### config.mk
export PLATFORM = sky130hd
export DESIGN_NAME = otter_dcache
export DESIGN_NICKNAME = d
export VERILOG_FILES = /design/src/rtl/otter_dcache.sv
export SDC_FILE = /design/constraint.sdc
export NUM_CORES = 2
export LEC_CHECK = 0
export BUFFER_PORTS_ARGS = -buffer_cell sky130_fd_sc_hd__buf_4
export CAP_MARGIN = 20
export CORE_UTILIZATION = 35
export CTS_CLUSTER_DIAMETER = 50
export DETAILED_ROUTE_END_ITERATION = 8
export PLACE_DENSITY_LB_ADDON = 0.3
export SYNTH_ARGS = -nofsm -noshare
export SYNTH_HDL_FRONTEND = slang
export SYNTH_MEMORY_MAX_BITS = 65536
export SYNTH_SLANG_ARGS = --single-unit
export TNS_END_PERCENT = 1
### constraint.sdc
create_clock -name CLK -period 7.2 [get_ports CLK]
set_input_delay 0 -clock CLK [delete_from_list [all_inputs] [get_ports CLK]]
set_output_delay 0 -clock CLK [all_outputs]
set_load 0.02 [all_outputs]
### src/rtl/otter_dcache.sv
// otter_dcache: direct-mapped, write-through, no-write-allocate data cache between the OTTER CPU and memory.
// Loads hit with zero latency; misses refill 8-word lines; addresses at or above MMIO_BASE bypass the cache.
module otter_dcache #(
   parameter int          LINES     = 16,
   parameter int          WORDS     = 8,
   parameter logic [31:0] MMIO_BASE = 32'h00010000
) (
   input  logic        CLK,
   input  logic        RST_N,
   input  logic        CPU_RDEN,
   input  logic        CPU_WE,
   input  logic [31:0] CPU_ADDR,
   input  logic [31:0] CPU_DIN,
   input  logic [1:0]  CPU_SIZE,
   input  logic        CPU_SIGN,
   output logic [31:0] CPU_DOUT,
   output logic        CPU_STALL,
   output logic        MEM_REQ,
   output logic        MEM_WE,
   output logic [31:0] MEM_ADDR,
   output logic [31:0] MEM_DIN,
   output logic [1:0]  MEM_SIZE,
   output logic        MEM_SIGN,
   input  logic [31:0] MEM_DOUT,
   input  logic        MEM_ACK
);
   localparam int IW = $clog2(LINES);
   localparam int TW = 27 - IW;
   typedef enum logic [1:0] {IDLE, REFILL, WTHRU, UNCACHED} state_t;
   state_t            state_q, state_d;
   logic [2:0]        cnt_q, cnt_d;
   logic              done_q, done_d, byp_q, byp_d;
   logic [31:0]       hold_q, hold_d;
   logic [LINES-1:0]  valid_q;
   logic [TW-1:0]     tag_q [LINES];
   logic [31:0]       data_q [LINES*WORDS];
   logic [IW-1:0]     idx;
   logic [TW-1:0]     tag;
   logic [2:0]        wrd;
   logic [1:0]        off;
   logic              hit, mmio, fill_we, fill_last, merge_we;
   logic [31:0]       cur;
   assign off  = CPU_ADDR[1:0];
   assign wrd  = CPU_ADDR[4:2];
   assign idx  = CPU_ADDR[4+IW:5];
   assign tag  = CPU_ADDR[31:5+IW];
   assign cur  = data_q[{idx, wrd}];
   assign hit  = valid_q[idx] && (tag_q[idx] == tag);
   assign mmio = CPU_ADDR >= MMIO_BASE;
   function automatic logic [31:0] ld_ext(input logic [31:0] w, input logic [1:0] o, input logic [1:0] sz, input logic sg);
      logic [7:0]  b;
      logic [15:0] h;
      b = w[{o, 3'b000} +: 8];
      h = o[1] ? w[31:16] : w[15:0];
      return (sz == 2'd0) ? {{24{b[7] & ~sg}}, b} :
             (sz == 2'd1 && !o[0]) ? {{16{h[15] & ~sg}}, h} :
             (sz == 2'd2 && o == 2'd0) ? w : 32'h0;
   endfunction
   function automatic logic [31:0] st_merge(input logic [31:0] w, input logic [31:0] d, input logic [1:0] o, input logic [1:0] sz);
      logic [31:0] r;
      r = w;
      if (sz == 2'd0) r[{o, 3'b000} +: 8] = d[7:0];
      else if (sz == 2'd1 && !o[0]) r[{o[1], 4'b0000} +: 16] = d[15:0];
      else if (sz == 2'd2 && o == 2'd0) r = d;
      return r;
   endfunction
   always_comb begin
      state_d   = state_q;
      cnt_d     = cnt_q;
      done_d    = 1'b0;
      byp_d     = 1'b0;
      hold_d    = hold_q;
      CPU_STALL = 1'b0;
      CPU_DOUT  = 32'h0;
      MEM_REQ   = 1'b0;
      MEM_WE    = 1'b0;
      MEM_ADDR  = CPU_ADDR;
      MEM_DIN   = CPU_DIN;
      MEM_SIZE  = CPU_SIZE;
      MEM_SIGN  = CPU_SIGN;
      fill_we   = 1'b0;
      fill_last = 1'b0;
      merge_we  = 1'b0;
      case (state_q)
         IDLE: begin
            // done_q marks the cycle a finished store/uncached access is released
            if (done_q) CPU_DOUT = byp_q ? hold_q : 32'h0;
            else if ((CPU_RDEN || CPU_WE) && mmio) begin
               CPU_STALL = 1'b1;
               state_d   = UNCACHED;
            end else if (CPU_WE) begin
               CPU_STALL = 1'b1;
               state_d   = WTHRU;
            end else if (CPU_RDEN && hit) CPU_DOUT = ld_ext(cur, off, CPU_SIZE, CPU_SIGN);
            else if (CPU_RDEN) begin
               CPU_STALL = 1'b1;
               state_d   = REFILL;
               cnt_d     = 3'd0;
            end
         end
         REFILL: begin
            CPU_STALL = 1'b1;
            MEM_REQ   = 1'b1;
            MEM_ADDR  = {CPU_ADDR[31:5], cnt_q, 2'b00};
            MEM_SIZE  = 2'd2;
            MEM_SIGN  = 1'b0;
            if (MEM_ACK) begin
               fill_we   = 1'b1;
               cnt_d     = cnt_q + 3'd1;
               fill_last = cnt_q == 3'd7;
               state_d   = (cnt_q == 3'd7) ? IDLE : REFILL;
            end
         end
         WTHRU: begin
            CPU_STALL = 1'b1;
            MEM_REQ   = 1'b1;
            MEM_WE    = 1'b1;
            if (MEM_ACK) begin
               merge_we = hit;
               done_d   = 1'b1;
               state_d  = IDLE;
            end
         end
         default: begin
            CPU_STALL = 1'b1;
            MEM_REQ   = 1'b1;
            MEM_WE    = CPU_WE;
            if (MEM_ACK) begin
               hold_d  = MEM_DOUT;
               done_d  = 1'b1;
               byp_d   = 1'b1;
               state_d = IDLE;
            end
         end
      endcase
      if (!RST_N) begin
         CPU_STALL = 1'b0;
         CPU_DOUT  = 32'h0;
         MEM_REQ   = 1'b0;
         MEM_WE    = 1'b0;
         fill_we   = 1'b0;
         fill_last = 1'b0;
         merge_we  = 1'b0;
      end
   end
   always_ff @(posedge CLK) begin
      if (!RST_N) begin
         state_q <= IDLE;
         cnt_q   <= 3'd0;
         done_q  <= 1'b0;
         byp_q   <= 1'b0;
         hold_q  <= 32'h0;
         valid_q <= '0;
      end else begin
         state_q <= state_d;
         cnt_q   <= cnt_d;
         done_q  <= done_d;
         byp_q   <= byp_d;
         hold_q  <= hold_d;
         // line is invalid while partially refilled
         if (fill_we) valid_q[idx] <= fill_last;
      end
   end
   always_ff @(posedge CLK) begin
      if (fill_we) data_q[{idx, cnt_q}] <= MEM_DOUT;
      if (fill_last) tag_q[idx] <= tag;
      if (merge_we) data_q[{idx, wrd}] <= st_merge(cur, CPU_DIN, off, CPU_SIZE);
   end
endmodule

==> flow_metrics.tcl <==
set metrics [dict create \
    outcome "finished clean" \
    start_kind "primary input" \
    syn_area_um2 177000 \
    htreeDepth 5 \
    first_pass_iters 6 \
    syn_area_per_cell_um2 21.7 \
    fill_cells 43400 \
    critPathMaxFanout 36 \
    rr_worst_depth 10 \
    post_cts_buffers 0 \
    die_h_um 712 \
    synth.net_count 8250 \
    cp.depth 13 \
    nets 9012 \
    hold-worst-slack_ns 0.0934 \
    multiInputGateArea_um2 40100 \
    cts_root_buf "clkbuf_16" \
    async_flop_share_pct 0 \
    top_level_ports 206 \
    hold_buffers 194 \
    rsz0062_at_grt "false" \
    path_cells "dlygate4sd3_1 > buf_4 > nand2_4 > buf_4 > nor2_1 > buf_4 > a21oi_1 > o2111ai_1 > nand4_1 > a222oi_1 > nor3b_4 > a22o_1 > buf_4" \
    cts_buffers 481 \
    synth-seq-cells 4519 \
    setup_viol 0 \
    vdd_drop_max_mv 0.242 \
    place_congestion 0.914 \
    cp-end-kind "output pin" \
    critPathBufInv 5 \
    rows 260 \
    maxSlewHeadroom_pct 23.4 \
    clkLatencyLatePin_ns 1.04 \
    period_share_pct 87.0 \
    synth.distinct_cells 78 \
    grt_usage_pct 20.7 \
    place_inst 14900 \
    synth_edf_count 4464 \
    hold_class "primary input to flip-flop" \
    die_w_um 712 \
    fin_cells 16000 \
    syn_inst 8139 \
    grt_max_degree 129 \
    antenna_found_initial 51 \
    path_class "primary input to output pin" \
    final.min_clock_period_ns 6.27 \
    cp_top_family "simple AND/OR/NAND/NOR gates" \
    start_util_pct 35.2 \
    cp_data_required_time_ns 7.20 \
    tightest_slew_ns 1.14 \
    cts_resized 0 \
    synth_top_cell_by_area "edfxtp_1" \
    cp.arrival_ns 6.27 \
    synth_area_leaders "edfxtp_1 (76%), mux4_2 (14%), mux2i_1 (3.1%), o22ai_1 (0.74%), dfxtp_1 (0.62%)" \
    grt_pass1_wl_mm 739 \
    post_drt_wl_per_cell_um 33.6 \
    coreArea_um2 502000 \
    p_per_area_nw_per_um2 275 \
    crit_top_cell "buf_4" \
    final_util_pct 41.3 \
    dpl.hpwl_mm 329 \
    fmax_mhz 160 \
    finalHoldViolations 0 \
    routed_wl_mm 538 \
    synth_top_area_share_pct 75.9 \
    clock_sinks 4519 \
    vias_per_cell 5.68 \
    grt_pass1_vias 89500 \
    drt_iter0_markers 13000 \
    drv_cap 0 \
    synth_flop_cell "edfxtp_1" \
    critPathMaxStageDelay_ns 0.90 \
    crit_slowest_cell "nor3b_4" \
    route.detailed.drc 0 \
    drive_gt1_share_pct 28.9 \
    ys_seq_area_share_pct 76.6 \
    clkTransAtPathRegs_ns 0.06 \
    num_vias 90900 \
    dieArea_um2 507000 \
    p_leak_nw 65.4 \
    overflow 0 \
    finClkSkew_ns 0.101 \
    ant_nets 0 \
    clockBufferDepth 4 \
    area_growth_pct 17.3 \
    finalMaxSlewViolations 0 \
    holdPathStages 4 \
    io_buffer_count 205 \
    regArea_um2 135000 \
    cts_tree "built" \
    ys_warn_count 0 \
]
state kept, by name (all words and copies together), names as in the netlist:
signal,flops
state_q,2
byp_q,1
data_q,4096
tag_q,368
cnt_q,3
hold_q,32
valid_q,16
done_q,1
final cells by class:
class,count,share of cell area [%]
Sequential cell,4519,65.3
Multi-Input combinational cell,3080,19.4
Clock buffer,572,6.02
Tap cell,6681,4.04
Timing Repair Buffer,800,3.71
Clock inverter,308,1.53
Inverter,19,0.0344
Antenna cell,18,0.0218
placed cells by master (no fill, tap or decap), types with 14 or more instances in the layout:
master,synthesis,routed
nand3_1,39,39
a22oi_1,66,66
inv_1,16,16
nor2b_1,27,24
nor3_2,0,17
clkinv_1,1,94
and3_1,20,20
dlygate4sd3_1,0,194
mux4_2,1068,1068
nand4_1,16,16
o22ai_1,208,208
buf_12,0,80
nor2_4,0,135
a221oi_1,14,14
clkbuf_1,185,86
bufinv_16,0,49
clkbuf_16,0,484
edfxtp_1,4464,4464
or4_1,24,24
a21boi_0,44,44
mux2i_1,551,549
a22o_1,31,31
clkinvlp_4,0,19
mux2_4,0,29
mux2_2,70,59
diode_2,0,18
nor2_1,236,83
a21oi_1,67,67
clkinv_2,0,95
dfxtp_1,55,55
inv_6,0,22
o21ai_0,81,79
buf_4,96,513
nand2_1,168,166
nor2_2,0,18
a211oi_1,29,29
nor3_1,108,91
cell usage after synthesis, types with 19 or more instances:
master    instances
nor2b_1          27
buf_4            96
a22oi_1          66
nand2_1         168
nand3_1          39
and3_1           20
mux4_2         1068
mux2_2           70
or4_1            24
buf_2           152
a21oi_1          67
o21ai_0          81
a21boi_0         44
a211oi_1         29
nor2_1          236
mux2_1           19
buf_1            72
mux2i_1         551
a22o_1           31
edfxtp_1       4464
clkbuf_1        185
nor3_1          108
dfxtp_1          55
o22ai_1         208
report_power, final:
part           total (W)  internal (W)  switching, W
logic            0.00349       0.00112       0.00236
clock network     0.0245        0.0141        0.0104
registers         0.0289        0.0289     0.0000143
total             0.0569        0.0442        0.0128
worst min-delay path: stages:
cell           delay, ns
dlygate4sd3_1       0.54
buf_4               0.18
nand2_1             0.23
nor2_1              0.08
kinds of logic (layout without fill, tap and decap cells):
family	after synthesis	count (layout)	synth area share, %
AND/OR/NAND/NOR	690	690	1.83
multiplexers	1712	1712	17.4
AO/OA/AOI/OAI	648	648	2.56
XOR/XNOR	23	23	0.114
buffers and inverters	540	1699	1.53
flip-flops	4519	4519	76.6
adder cells (fa/ha/maj)	7	7	0.0496
other	0	18	0
metal layers:
metal	up-vias	wire (µm)	GRT usage (%)
met5	-	194	0
met4	26	26900	8.87
met3	1074	51900	4.37
met2	5020	248000	32.0
met1	48800	211000	28.3
li1	35900	-	-
per-stage QoR:
stage	power, W	setup slack [ns]	setup TNS (ns)	instance area (µm²)
2_1_floorplan	0.0312	-0.0357	-9.15	177000
3_3_place_gp	0.0328	0.715	0	189000
3_5_place_dp	0.0328	0.676	0	189000
4_1_cts	0.0572	1.16	0	207000
5_1_grt	0.0582	1.00	0	207000
6_report	0.0569	0.934	0	207000
final timing paths:
path,slack (ns),end,startpoint
hold reg to reg,0.49,valid_q[2],valid_q[2]
hold / removal,0.09,done_q,MEM_ACK
setup / recovery,0.93,CPU_DOUT[16],CPU_ADDR[6]
setup reg to reg,1.16,data_q[56][14],tag_q[5][10]
Note: power is estimated with default switching activity, not from simulation.
